==> src/rtl/uart_pkg.sv <==
// rtl/uart_pkg.sv - shared types and constants for the UART transmit path
package uart_pkg;

  typedef enum logic [2:0] {
    GAP,
    REQ,
    WAIT,
    START,
    DATA,
    PAR,
    STOP
  } tx_state_t;

  localparam int   UART_DATA_BITS  = 8;
  localparam logic UART_IDLE_LEVEL = 1'b1;

endpackage

==> src/rtl/uart_baud_tick.sv <==
// rtl/uart_baud_tick.sv - bit-period counter; bit_done marks the last cycle of each bit
module uart_baud_tick #(
  parameter int CLKS_PER_BIT = 16
) (
  input  logic clk,
  input  logic reset,
  input  logic clear,
  output logic bit_done
);

  localparam int                CNT_W = $clog2(CLKS_PER_BIT);
  localparam logic [CNT_W-1:0] LAST  = CNT_W'(CLKS_PER_BIT - 1);

  logic [CNT_W-1:0] baudCnt;

  always_ff @(posedge clk) begin
    if (reset || clear) begin
      baudCnt <= '0;
    end else if (baudCnt == LAST) begin
      baudCnt <= '0;
    end else begin
      baudCnt <= baudCnt + 1'b1;
    end
  end

  assign bit_done = !clear && (baudCnt == LAST);

endmodule

==> src/rtl/uart_tx_stage.sv <==
// rtl/uart_tx_stage.sv - pulls bytes from the ring buffer and sends 8N1 frames on txOut
// Optional even-parity bit when UART_TX_PARITY_EN is defined.
module uart_tx_stage
  import uart_pkg::*;
#(
  parameter int CLKS_PER_BIT = 16,
  parameter int RETRY_GAP    = 4
) (
  input  logic       clk,
  input  logic       reset,
  output logic       dataReadEnable,
  input  logic       dataReadAck,
  input  logic [7:0] dataRead,
  output logic       txOut,
  output logic       busy
);

  localparam int               GAP_W    = $clog2(RETRY_GAP + 1);
  localparam logic [GAP_W-1:0] GAP_LAST = GAP_W'(RETRY_GAP - 1);
  localparam logic [2:0]       LAST_BIT = 3'(UART_DATA_BITS - 1);

  tx_state_t        state, stateNext;
  logic [GAP_W-1:0] gapCnt, gapCntNext;
  logic [2:0]       bitIdx, bitIdxNext;
  logic [7:0]       shiftReg, shiftNext;
  logic             txNext;
  logic             bitDone;
  logic             baudClear;
`ifdef UART_TX_PARITY_EN
  logic             parityBit, parityNext;
`endif

  // Baud counter is held clear outside a frame so START always gets a full bit period.
  assign baudClear = (state == GAP) || (state == REQ) || (state == WAIT);

  uart_baud_tick #(.CLKS_PER_BIT(CLKS_PER_BIT)) baudTick (
    .clk      (clk),
    .reset    (reset),
    .clear    (baudClear),
    .bit_done (bitDone)
  );

  always_comb begin
    stateNext  = state;
    gapCntNext = gapCnt;
    bitIdxNext = bitIdx;
    shiftNext  = shiftReg;
`ifdef UART_TX_PARITY_EN
    parityNext = parityBit;
`endif
    case (state)
      GAP: begin
        if (gapCnt == GAP_LAST) begin
          stateNext  = REQ;
          gapCntNext = '0;
        end else begin
          gapCntNext = gapCnt + 1'b1;
        end
      end
      REQ: stateNext = WAIT;
      WAIT: begin
        if (dataReadAck) begin
          stateNext  = START;
          shiftNext  = dataRead;
          bitIdxNext = '0;
`ifdef UART_TX_PARITY_EN
          parityNext = ^dataRead;
`endif
        end else begin
          stateNext = GAP;
        end
      end
      START: if (bitDone) stateNext = DATA;
      DATA: begin
        if (bitDone) begin
          shiftNext  = shiftReg >> 1;
          bitIdxNext = bitIdx + 1'b1;
          if (bitIdx == LAST_BIT) begin
`ifdef UART_TX_PARITY_EN
            stateNext = PAR;
`else
            stateNext = STOP;
`endif
          end
        end
      end
`ifdef UART_TX_PARITY_EN
      PAR: if (bitDone) stateNext = STOP;
`endif
      // Straight back to REQ so a non-empty buffer drains with only REQ+WAIT between frames.
      STOP: if (bitDone) stateNext = REQ;
      default: stateNext = GAP;
    endcase

    txNext = UART_IDLE_LEVEL;
    case (stateNext)
      START: txNext = 1'b0;
      DATA:  txNext = shiftNext[0];
`ifdef UART_TX_PARITY_EN
      PAR:   txNext = parityNext;
`endif
      default: txNext = UART_IDLE_LEVEL;
    endcase
  end

  // Outputs are decoded from the next state so they line up with the registered state.
  always_ff @(posedge clk) begin
    if (reset) begin
      state          <= GAP;
      gapCnt         <= '0;
      bitIdx         <= '0;
      shiftReg       <= '0;
      dataReadEnable <= 1'b0;
      txOut          <= UART_IDLE_LEVEL;
      busy           <= 1'b0;
`ifdef UART_TX_PARITY_EN
      parityBit      <= 1'b0;
`endif
    end else begin
      state          <= stateNext;
      gapCnt         <= gapCntNext;
      bitIdx         <= bitIdxNext;
      shiftReg       <= shiftNext;
      dataReadEnable <= (stateNext == REQ);
      txOut          <= txNext;
      busy           <= (stateNext == START) || (stateNext == DATA) ||
                        (stateNext == PAR)   || (stateNext == STOP);
`ifdef UART_TX_PARITY_EN
      parityBit      <= parityNext;
`endif
    end
  end

endmodule

==> config.mk <==
export PLATFORM = sky130hd
export DESIGN_NAME = uart_tx_stage
export DESIGN_NICKNAME = d
export VERILOG_FILES = /design/src/rtl/uart_pkg.sv /design/src/rtl/uart_baud_tick.sv /design/src/rtl/uart_tx_stage.sv
export SDC_FILE = /design/constraint.sdc
export NUM_CORES = 1
export LEC_CHECK = 0
export BUFFER_PORTS_ARGS = -buffer_cell sky130_fd_sc_hd__buf_2
export CORE_MARGIN = 10
export CORE_UTILIZATION = 50
export DETAILED_ROUTE_END_ITERATION = 8
export PLACE_DENSITY = 0.81
export SLEW_MARGIN = 20
export SYNTH_ARGS = -nofsm -noshare
export SYNTH_HDL_FRONTEND = slang
export SYNTH_SLANG_ARGS = --single-unit
==> constraint.sdc <==
create_clock -name clk -period 1.44 [get_ports clk]
set_clock_uncertainty 0.1 [all_clocks]
set_input_delay 0.144 -clock clk [delete_from_list [all_inputs] [get_ports clk]]
set_output_delay 0.144 -clock clk [all_outputs]
set_load 0.02 [all_outputs]
==> flow_metrics.py, run 1 <==
metrics = {
    "power": {
        "power_frac_clock_pct": 23.6,
        "power_leakage_nw": 0.600,
        "power.internal_mw": 1.06,
        "power_per_cell_area_mw_per_mm2": 976,
        "p_sw_uw": 445,
        "p_seq_share_pct": 50.8,
        "ir_worst_vdd_mv": 1.03,
        "pwr-share-comb_pct": 25.7,
        "sw_frac_of_total_pct": 29.6,
    },
    "placement": {
        "dp_hpwl_um": 1810,
        "place_ws_ps": -109,
        "io_buffers": 13,
        "routabilityCongestion": 0.843,
        "placed_cells": 165,
    },
    "finish": {
        "instances_no_fill": 182,
        "drive_above_1_share_pct": 40.6,
        "diodes": 0,
        "final_cell_mix": "dfxtp_1 (17), buf_4 (17), nor2_1 (15)",
        "nNetsFinal": 171,
        "areaGrowthSynthToFinish_pct": 40.7,
    },
    "sta": {
        "worst_pin_slew_ps": 339,
        "fmax_mhz": 645,
        "max_slew_margin_pct": 77.2,
        "min_period_over_period_pct": 108,
        "slew_violations": 0,
        "hold-worst-slack_ps": 175,
        "rsz0062_at_grt": "true",
        "period_needed_ps": 1550,
        "fin_tns_setup_ps": -636,
        "fin_ws_ps": -110,
        "setup_viol": 10,
        "hold_viol": 0,
    },
    "die": {
        "row_count": 16,
        "fp.coreArea_mm2": 0.00202,
        "io_pins": 14,
        "initial_core_util_pct": 54.1,
        "die_h_um": 66.8,
        "design.die.area_mm2": 0.00446,
        "die_w_um": 66.8,
    },
    "worst_setup_path": {
        "slowest_stage": "dfxtp_2",
        "cp_max_fo": 5,
        "crit_arrival_ps": 1660,
        "reg2reg_to": "shiftReg[6]",
        "cp.depth": 5,
        "worst-path-buf-inv": 0,
        "path_cells": "ha_4, and3_4, o22ai_2, a222oi_1, nor2_1",
        "rrSetupSlack_ps": -110,
        "crit_family": "compound AO/OA/AOI/OAI gates",
        "critPathRequiredTime_ps": 1550,
        "critPathMaxStageDelay_ps": 380,
        "r2r-start": "baudTick.baudCnt[0]",
        "reg2regPathDepth": 5,
        "path_class": "register to register",
        "start_kind": "register",
        "endpoint_kind": "register",
    },
    "routing": {
        "vias_per_cell": 6.04,
        "vias": 1100,
        "drc_errors": 0,
        "drtIter0Drc": 138,
        "drtAntennaViolNets": 0,
        "wl_per_cell_um": 18.2,
        "wl_um": 3310,
        "drt_first_pass_iters": 5,
    },
    "synthesis": {
        "syn_area_per_cell_um2": 9.12,
        "synth_top_area_share_pct": 43.9,
        "synthCells": 120,
        "yosysSeqAreaShare_pct": 43.9,
        "synth.area.top_cells": "dfxtp_1 (44%), a222oi_1 (5.5%), nor2_1 (5.1%), ha_1 (4.6%), a21oi_1 (4.1%)",
        "synth_cell_types": 37,
        "synth_top_area_cell": "dfxtp_1",
        "synth_compound_area_share_pct": 21.9,
        "yosysWarnings": 0,
        "synth_top_family_by_area": "simple AND/OR/NAND/NOR gates",
        "synth_xor_area_share_pct": 1.60,
        "ys_ff_latch": 24,
        "yosys.area_share.simple_pct": 22.5,
        "syn_nets": 135,
        "syn_area_mm2": 0.00109,
        "synthAdderAreaFrac_pct": 4.57,
        "muxShareOfSynthArea_pct": 1.03,
    },
    "global_route": {
        "grt_overflow": 0,
        "grt_use_met2_pct": 26.3,
        "grt_pass1_vias": 1083,
        "grt.total_usage_pct": 15.0,
        "grt_max_degree": 15,
        "grt_pass1_wl_um": 5220,
        "met3_usage_pct": 4.85,
        "antenna_found_initial": 0,
        "grt.busiest_layer": "met2",
        "gr-usage-met1_pct": 16.1,
    },
    "clock_network": {
        "cts_tree": "done",
        "numCtsBuffers": 3,
        "clock_path_buffers": 2,
        "cts_max_level": 1,
        "path_clk_slew_ps": 130,
        "root_buffer": "clkbuf_4",
        "cts.sinks": 24,
        "clock_latency_ps": 320,
    },
    "status": {
        "violations": "negative setup slack",
        "status": "finished with violations",
    },
    "hold_path": {
        "hold_path_depth": 3,
        "whs_endpoint": "busy",
        "hold_class": "input pin to register",
        "hp-start": "dataReadAck",
    },
    "job": {
        "maxCapViolations": 0,
    },
}
[kinds of logic (layout without fill, tap and decap cells)]
kind of cell,after synthesis,in the layout
simple gates,46,46
compound gates,32,33
flops,24,24
buf+inv,11,45
fa+ha+maj,4,4
xor+xnor,2,2
mux,1,1
[registers in the layout (all words and copies together) (netlist names)]
signal	flops
baudTick.baudCnt	4
bitIdx	3
busy	1
dataReadEnable	1
gapCnt	3
shiftReg	8
state	3
txOut	1
[cells in the mapped netlist]
| cell | n |
|---|---|
| a2bb2oi_1 | 1 |
| nor3_1 | 5 |
| o21ai_1 | 1 |
| nand4_1 | 2 |
| a222oi_1 | 6 |
| nand3_1 | 4 |
| and3_1 | 2 |
| a311oi_1 | 1 |
| ha_1 | 4 |
| dfxtp_1 | 24 |
| nor3b_2 | 1 |
| o22ai_4 | 1 |
| a21bo_1 | 1 |
| or3b_1 | 1 |
| a22oi_1 | 3 |
| clkbuf_1 | 4 |
| nand2_1 | 6 |
| a21oi_1 | 9 |
| o21ai_0 | 4 |
| a31oi_1 | 1 |
| a211oi_1 | 1 |
| nor2_1 | 15 |
| nand2b_1 | 1 |
| xor2_1 | 1 |
| o31ai_1 | 1 |
| xnor2_1 | 1 |
| or3_1 | 2 |
| a32o_1 | 1 |
| a41oi_1 | 1 |
| nor2_4 | 1 |
| buf_4 | 1 |
| buf_2 | 3 |
| nand3b_1 | 2 |
| and4bb_1 | 1 |
| nor2b_1 | 3 |
| mux2_2 | 1 |
| inv_1 | 3 |
[cell type report]
type                    count  area (µm²)
inverters                   3        11.3
clock buffers               4        36.3
repair buffers             38         273
fillers                   142         482
well taps                  27        33.8
flip-flops and latches     24         489
multi-input cells          86         697
[what timing repair did]
action / in CTS / in global routing
endpoints found under the setup margin: 12 / 16
cloned: 1 / 0
endpoints found under the hold margin: 9 / 0
resized for setup: 18 / 9
pin swaps: 9 / 10
setup buffers: 3 / 1
hold buffers: 8 / 0
[stage by stage]
step                instance area (µm²)  utilization [%]  power, mW
finish                             1540             76.2       1.50
global route                       1540             76.2       1.58
CTS                                1500             74.4       1.48
detailed placement                 1270             63.0       1.08
global placement                   1270             63.0       1.06
floorplan                          1120                -      0.985
[layer usage]
layer | vias to the layer above | part of all wire [%]
met3 | 6 | 5.3
met5 | - | 0
met1 | 539 | 38
li1 | 518 | -
met2 | 37 | 54
met4 | 0 | 2.2
[power by group through the flow]
stage	Clock, mW	Combinational [mW]	Sequential, mW
5_1_grt	0.387	0.419	0.769
4_1_cts	0.364	0.361	0.760
3_5_place_dp	0	0.313	0.770
2_1_floorplan	0	0.216	0.769
3_3_place_gp	0	0.292	0.765
6_report	0.354	0.386	0.763
[worst min-delay path, cell delays in order]
cell	delay, ps
buf_2	140
o21ai_0	140
a21oi_1	140
[how the worst max path moves through the flow]
stage                              from     endpoint  slack, ps
CTS                 baudTick.baudCnt[1]  shiftReg[2]        -60
global placement              bitIdx[0]     state[1]         -4
floorplan           baudTick.baudCnt[1]  shiftReg[1]         -6
finish              baudTick.baudCnt[0]  shiftReg[6]       -110
global route        baudTick.baudCnt[0]  shiftReg[4]       -170
detailed placement  baudTick.baudCnt[0]     state[1]       -110
Power figures use the tool's default switching activity.
==> run 2: changes to the inputs <==
Settings changed: SETUP_SLACK_MARGIN set to 0.05.
==> run 2 against run 1 <==
The flow still finishes with violations (negative setup slack); via count up 13%; global-route usage grew 1.2 points; clock power increased by 41%; cell count is 4.4% higher; final area is 12% higher; register-to-register slack got worse by 110 ps; sequential share of layout area is 3.2 points lower; hold slack worse by 170 ps; power is 19% higher; sequential power is 1% higher; routed wire length is 23% higher; non-clock buffer count grew 9; critical path type unchanged.
==> flow_metrics.py, run 2 (synthesis gave the netlist of run 1 again) <==
metrics = {
    "worst_setup_path": {
        "reg2regPathDepth": 5,
        "r2r-start": "baudTick.baudCnt[1]",
        "endpoint_kind": "register",
        "crit_start": "baudTick.baudCnt[1]",
        "path_class": "register to register",
        "crit_arrival_ps": 1790,
        "rrSetupSlack_ps": -220,
        "cp_max_fo": 7,
        "start_kind": "register",
        "critPathRequiredTime_ps": 1570,
    },
    "routing": {
        "drtIter0Drc": 182,
        "vias_per_cell": 6.52,
        "drtAntennaViolNets": 0,
        "wl_um": 4070,
        "vias": 1238,
        "wl_per_cell_um": 21.4,
        "drc_errors": 0,
        "drt_first_pass_iters": 5,
    },
    "placement": {
        "place_ws_ps": -129,
        "dp_hpwl_um": 1980,
        "io_buffers": 13,
        "routabilityCongestion": 0.836,
    },
    "finish": {
        "diodes": 0,
        "largest-register": "shiftReg",
        "top_regs": "shiftReg x8, baudTick.baudCnt x4",
        "final_common_cell": "buf_4",
        "nNetsFinal": 179,
        "areaGrowthSynthToFinish_pct": 57.4,
        "final_cell_mix": "buf_4 (23), dfxtp_1 (17), buf_2 (13)",
        "drive_above_1_share_pct": 54.6,
        "largest_register_ffs": 8,
        "fillerInstances": 103,
        "utilization_pct": 85.2,
    },
    "global_route": {
        "antenna_found_initial": 0,
        "grt_pass1_vias": 1206,
        "grt_max_degree": 15,
        "grt_pass1_wl_um": 5610,
        "grt_overflow": 0,
        "grt.total_usage_pct": 16.2,
    },
    "die": {
        "fp.coreArea_mm2": 0.00202,
        "design.die.area_mm2": 0.00446,
        "die_w_um": 66.8,
        "row_count": 16,
        "initial_core_util_pct": 54.1,
        "die_h_um": 66.8,
        "io_pins": 14,
    },
    "sta": {
        "setup_viol": 16,
        "max_slew_margin_pct": 74.3,
        "slew_violations": 0,
        "period_needed_ps": 1660,
        "fmax_mhz": 603,
        "min_period_over_period_pct": 115,
        "rsz0062_at_grt": "true",
        "fin_ws_ps": -218,
        "hold_viol": 0,
        "worst_pin_slew_ps": 385,
    },
    "clock_network": {
        "numCtsBuffers": 3,
        "path_clk_slew_ps": 140,
        "cts.sinks": 24,
        "root_buffer": "clkbuf_4",
        "clock_path_buffers": 2,
        "clock_latency_ps": 330,
        "cts_max_level": 1,
        "cts_tree": "done",
    },
    "power": {
        "sw_frac_of_total_pct": 29.7,
        "ir_worst_vdd_mv": 1.38,
        "power_per_cell_area_mw_per_mm2": 1030,
        "fin_total_pwr_mw": 1.78,
        "p_seq_share_pct": 43.4,
        "power.internal_mw": 1.25,
        "pwr-share-comb_pct": 28.6,
        "power_leakage_nw": 0.672,
        "p_sw_uw": 529,
        "power_frac_clock_pct": 28.0,
    },
    "status": {
        "violations": "negative setup slack",
        "status": "finished with violations",
    },
    "hold_path": {
        "hold_class": "input pin to register",
        "hp-start": "dataRead[6]",
        "hold_path_depth": 3,
    },
    "job": {
        "maxCapViolations": 0,
    },
}
[run 2: through the flow]
stage	area (µm²)	TNS, ps	cells	hold WS, ps
final	1720	-1510	190	1.77
after global routing	1720	-2190	190	-14.3
after CTS	1510	-374	182	6.14
after detailed placement	1300	-772	169	290
after global placement	1300	-156	169	275
after floorplan	1120	-30.5	120	190
[run 2: worst max-delay path, cell delays in order (launching register included)]
cell and delay, ps:
dfxtp_2 380, ha_4 170, and3_4 240, o22ai_4 120, a222oi_1 450, nor2_1 90
[run 2: power groups by stage]
stage	registers [mW]	logic [mW]	clock network, mW
2_1_floorplan	0.769	0.216	0
3_3_place_gp	0.765	0.308	0
3_5_place_dp	0.772	0.331	0
4_1_cts	0.765	0.391	0.496
5_1_grt	0.779	0.537	0.533
6_report	0.774	0.509	0.499
[run 2: layout make-up]
| class | instances | area (µm²) | area share (%) |
|---|---|---|---|
| Tap cell | 27 | 33.8 | 1.96 |
| Multi-Input combinational cell | 85 | 766 | 44.4 |
| Clock buffer | 3 | 22.5 | 1.31 |
| Clock inverter | 1 | 30.0 | 1.74 |
| Timing Repair Buffer | 47 | 368 | 21.4 |
| Inverter | 3 | 11.3 | 0.654 |
| Sequential cell | 24 | 492 | 28.5 |
[run 2: path summary, 6_finish.rpt]
path	to
hold / removal	shiftReg[6]
setup / recovery	shiftReg[3]
setup reg to reg	shiftReg[3]
hold reg to reg	gapCnt[2]
[run 2: per-layer routing]
metal / GRT usage [%] / routed length, µm / vias up
li1: - / - / 531
met1: 17.4 / 1590 / 605
met2: 26.3 / 1960 / 80
met3: 4.35 / 313 / 22
met4: 12.6 / 201 / 0
met5: 0 / 0 / -
[run 2: what timing repair did]
action                                 4_1_cts  5_1_grt
setup endpoints to repair                   19       21
pin swaps                                    7       17
hold buffers                                 5        0
endpoints found under the hold margin        5        0
resized for setup                           17       37
buffers inserted                             4        8
